$ cat src/rtl/rim_punch.sv
// RIM-format tape punch: dumps a contiguous range of PDP-8 core as leader, address/data
// frame pairs and trailer over a byte-wide valid/ready stream.
module rim_punch #(
  parameter int unsigned LEADER_LEN  = 16,
  parameter int unsigned TRAILER_LEN = 16
) (
  input  logic        clk,
  input  logic        rst_n,
  input  logic        start,
  input  logic [11:0] startAddr,
  input  logic [11:0] endAddr,
  output logic [11:0] memAddr,
  output logic        memRead,
  input  logic [11:0] memData,
  output logic [7:0]  txData,
  output logic        txValid,
  input  logic        txReady,
  output logic        busy,
  output logic        done
);

  typedef enum logic [3:0] {
    StIdle, StLeader, StFetch, StWait, StAddrHi, StAddrLo,
    StDataHi, StDataLo, StStep, StTrailer, StDone
  } state_e;

  localparam logic [15:0] LeadLast  = (LEADER_LEN > 0)  ? 16'(LEADER_LEN - 1)  : 16'd0;
  localparam logic [15:0] TrailLast = (TRAILER_LEN > 0) ? 16'(TRAILER_LEN - 1) : 16'd0;
  localparam logic [7:0]  BlankByte = 8'o200;

  state_e      state_q, state_d;
  logic [11:0] cur_q, cur_d;
  logic [11:0] last_q, last_d;
  logic [11:0] word_q, word_d;
  logic [11:0] addr_q, addr_d;
  logic [15:0] cnt_q, cnt_d;
  logic        xfer;

  // txValid is a pure function of state, so this has no combinational loop.
  assign xfer = txValid & txReady;

  always_ff @(posedge clk) begin
    if (!rst_n) begin
      state_q <= StIdle;
      cur_q   <= '0;
      last_q  <= '0;
      word_q  <= '0;
      addr_q  <= '0;
      cnt_q   <= '0;
    end else begin
      state_q <= state_d;
      cur_q   <= cur_d;
      last_q  <= last_d;
      word_q  <= word_d;
      addr_q  <= addr_d;
      cnt_q   <= cnt_d;
    end
  end

  always_comb begin
    state_d = state_q;
    cur_d   = cur_q;
    last_d  = last_q;
    word_d  = word_q;
    addr_d  = addr_q;
    cnt_d   = cnt_q;
    unique case (state_q)
      StIdle: begin
        if (start) begin
          cur_d   = startAddr;
          last_d  = endAddr;
          cnt_d   = '0;
          state_d = (LEADER_LEN == 0) ? StFetch : StLeader;
        end
      end
      StLeader: begin
        if (xfer) begin
          if (cnt_q == LeadLast) state_d = StFetch;
          else cnt_d = cnt_q + 16'd1;
        end
      end
      StFetch: begin
        addr_d  = cur_q;
        state_d = StWait;
      end
      StWait: begin
        word_d  = memData;
        state_d = StAddrHi;
      end
      StAddrHi: if (xfer) state_d = StAddrLo;
      StAddrLo: if (xfer) state_d = StDataHi;
      StDataHi: if (xfer) state_d = StDataLo;
      StDataLo: if (xfer) state_d = StStep;
      StStep: begin
        if (cur_q == last_q) begin
          cnt_d   = '0;
          state_d = (TRAILER_LEN == 0) ? StDone : StTrailer;
        end else begin
          cur_d   = cur_q + 12'd1;
          state_d = StFetch;
        end
      end
      StTrailer: begin
        if (xfer) begin
          if (cnt_q == TrailLast) state_d = StDone;
          else cnt_d = cnt_q + 16'd1;
        end
      end
      StDone:  state_d = StIdle;
      default: state_d = StIdle;
    endcase
  end

  always_comb begin
    memRead = 1'b0;
    txValid = 1'b0;
    txData  = 8'd0;
    busy    = 1'b1;
    done    = 1'b0;
    // The address stays parked on the last fetched word; memRead alone qualifies it.
    memAddr = (state_q == StFetch) ? cur_q : addr_q;
    unique case (state_q)
      StIdle:    busy = 1'b0;
      StLeader:  begin txValid = 1'b1; txData = BlankByte; end
      StFetch:   memRead = 1'b1;
      StWait:    ;
      StAddrHi:  begin txValid = 1'b1; txData = {2'b01, cur_q[11:6]}; end
      StAddrLo:  begin txValid = 1'b1; txData = {2'b00, cur_q[5:0]}; end
      StDataHi:  begin txValid = 1'b1; txData = {2'b00, word_q[11:6]}; end
      StDataLo:  begin txValid = 1'b1; txData = {2'b00, word_q[5:0]}; end
      StStep:    ;
      StTrailer: begin txValid = 1'b1; txData = BlankByte; end
      StDone:    begin busy = 1'b0; done = 1'b1; end
      default:   busy = 1'b0;
    endcase
  end

endmodule

$ cat config.mk
export PLATFORM = sky130hd
export DESIGN_NAME = rim_punch
export DESIGN_NICKNAME = d
export VERILOG_FILES = /design/src/rtl/rim_punch.sv
export SDC_FILE = /design/constraint.sdc
export NUM_CORES = 1
export LEC_CHECK = 0
export BUFFER_PORTS_ARGS = -buffer_cell sky130_fd_sc_hd__buf_2
export CORE_AREA = 5 5 90 100
export CTS_BUF_LIST = sky130_fd_sc_hd__clkbuf_4
export CTS_CLUSTER_DIAMETER = 150
export DETAILED_ROUTE_END_ITERATION = 6
export DIE_AREA = 0 0 95 105
export PLACE_DENSITY_LB_ADDON = 0.1
export SYNTH_ARGS = -nofsm -noshare
export SYNTH_HDL_FRONTEND = slang
export SYNTH_SLANG_ARGS = --single-unit
$ cat constraint.sdc
create_clock -name clk -period 4.05 [get_ports clk]
set_input_delay 0.405 -clock clk [delete_from_list [all_inputs] [get_ports clk]]
set_output_delay 0.405 -clock clk [all_outputs]
set_load 0.05 [all_outputs]
==> results.md <==
* Reg2reg end: cnt_q[12]
* Cell count of the worst reg-to-reg path at 5
* Gr usage total at 21.9%
* Worst Path Arrival at ~2.6 ns
* Hold path startpoint: memData[0]
* FF+latch area at around 0.0014 mm2
* Syn nets at 496
* Sequential area share after synthesis at between 30 and 40%
* First-pass GRT wire length at around 17 mm
* Global route overflow at 0
* LEAKAGE at roughly 0.0017 uW
* Post-CTS setup buffer count at 0
* Worst setup SP type: flip-flop
* # rows at 34
* CTS tree: yes
* Max-slew violations at 0
* Avg Vias per Cell at just under 6
* CTS Buffer Depth at 2
* Full die area at 0.00998 mm2
* Tcrit/Tclk final at about three quarters
* RR Startpoint: state_q[0]
* Hold Violations, Final at 0
* Synth Flop Type: dfxtp_1
* Fmax at about 0.33 GHz
* Async SR Flop Fraction at 0%
* Largest net degree at the start of global routing at 51
* Fill count at ~760
* Via Count at ~3600
* Cell Area, Synth at between 0.003 and 0.004 mm2
* IO Port Bufs at 63
* VDD IR max at 0.000205 V
* WP data required at between 3 and 4 ns
* Post-CTS sizing at 0
* Cts hold-fix bufs at 0
* H-tree levels at 3
* Root buf cell: clkbuf_4
* Placement-stage cell area at roughly 0.0042 mm2
* Most common cell after layout, fill and taps aside: dfxtp_1
* Initial core utilization at 48.9%
* Slew headroom at ~37%
* Worst-skew pair later-pin latency at between 0.4 and 0.5 ns
* Fin Hold WS at 0.202 ns
* Mapped Cells at between 400 and 500
* Initial antenna violation count at 0
* Final #Nets at 542
* Final Skew at about 0.022 ns
* Netlist cell types at 57
* Clk sinks at a little under 70
* Hold path endpoint: word_q[0]
* Number of top-level pins at 64
* Reg2reg setup slack at between 1 and 1.5 ns
* Yosys warning count at 0
* CP Class: flip-flop to output pin
* Core area at 0.00783 mm2
* DRT antenna net count at 0
* Most frequent cells in the layout: dfxtp_1, nand2_1, buf_2
* Setup-failing EPs final at 0
* Die W at about 95 um
* Vias in the first global route at 3457
* EDFF count, synth at 0
* Max FO, Critical Path at 24
* Routed length per placed instance at ~18 um
* Die height at 105 um
* Area of the multi-input gates at ~0.0023 mm2
* Run status: finished clean
* Final setup TNS at 0 ns
* Syn-to-layout area delta at 12.3%
* Ant diodes at 0
* Path category of the worst min-delay check: input port to flip-flop
* Final Cell Area at 0.00430 mm2
* Routability cong. at between 0.8 and 0.9
* DRC at 0
* Synth Area per Inst at between 8 and 9 um2
* Worst slew pin tran at ~0.94 ns
* Unrepaired setup endpoints after global routing: false
* #FFs+latches synth at 68
* Hold Path Stages at 3
* Detailed Route WL at around 11 mm
* CTS Buf Count at 9
* Iter 0 DRT Violations at around 230
* Power Dens Cells at 343 mW/mm2
* Crit end category: output pin
* Fin util at a little over half
* Share of layout cells above drive strength 1 at between 20% and 30%
* Clk slew on worst S/H paths at between 0.1 and 0.15 ns
* Total power draw at ~1500 uW
* Fin crit period at roughly 3.0 ns
* First-pass DRT Iterations at 5
* Maxcap violations at 0
* DP HPWL at 7.36 mm
## how the worst max path moves through the flow
stage,startpoint,end,slack [ns],cells after the start
finish,state_q[0],txData[7],1.04,3
CTS,state_q[0],txData[7],1.04,3
floorplan,state_q[2],txData[6],1.65,3
detailed placement,state_q[1],cnt_q[12],1.46,5
global placement,state_q[0],txData[7],1.48,3
global route,state_q[0],txData[7],0.83,3
## synth_stat cells, types with 4 or more instances
cell / number / area (um2)
a21oi_1: 32 / 160
nand2_1: 65 / 244
mux2_2: 10 / 113
xor2_1: 12 / 105
nor2_1: 30 / 113
o21ai_0: 10 / 50.1
and3_1: 6 / 37.5
nor3_1: 10 / 50.1
clkbuf_1: 20 / 75.1
a211oi_1: 12 / 90.1
nor2b_1: 6 / 37.5
nand3_1: 11 / 55.1
nand3b_1: 6 / 45.0
dfxtp_1: 68 / 1360
a31oi_1: 6 / 37.5
o22ai_1: 15 / 93.8
buf_2: 10 / 50.1
inv_1: 6 / 22.5
nor4_2: 4 / 50.1
mux2i_1: 17 / 170
and2_1: 18 / 113
nand4_1: 12 / 75.1
nand4b_1: 5 / 43.8
mux4_2: 6 / 135
## kinds of logic after synthesis
logic type,count (synthesis),synth area share (%)
and+or+nand+nor,194,27.2
muxes,35,11.5
adders and majority gates,2,0.653
xor gates and xnor gates,12,2.74
buffers and inverters,40,4.83
AOI/OAI and AO/OA,103,17.5
DFF,68,35.5
## through the flow
stage / setup WS [ns] / std cells
2_1_floorplan: 1.65 / 454
3_3_place_gp: 1.48 / 597
3_5_place_dp: 1.46 / 597
4_1_cts: 1.04 / 612
5_1_grt: 0.834 / 612
6_report: 1.04 / 612
## report_power, final
| part | switching [uW] | internal [uW] |
|---|---|---|
| Sequential | 50.7 | 695 |
| Clock | 252 | 199 |
| Combinational | 171 | 109 |
## area by class of cell
type                    instances  share of cell area [%]
inverters                       7                   0.611
clock buffers                  11                    1.92
clock inverters                 4                    1.19
well taps                     108                    3.14
repair buffers                 68                    8.20
multi-input cells             346                    53.3
flip-flops and latches         68                    31.6
## routing by layer
metal  up-vias  GRT usage [%]  wire [um]
met5         -              0          0
met2       123           37.5       5390
met4         0           8.56        196
met3        16           3.59        563
met1      1743           27.1       4660
li1       1763              -          -
## flip-flops by register name (all words and copies together), names as in the netlist
register and flops:
cnt_q 16, state_q 4, addr_q 12, word_q 12, last_q 12, cur_q 12
## critical path, stage by stage (launching register included)
cell and delay [ns]:
dfxtp_1 0.96, nand2_1 0.54, inv_1 0.36, buf_2 0.32
Power figures use the tool's default switching activity.
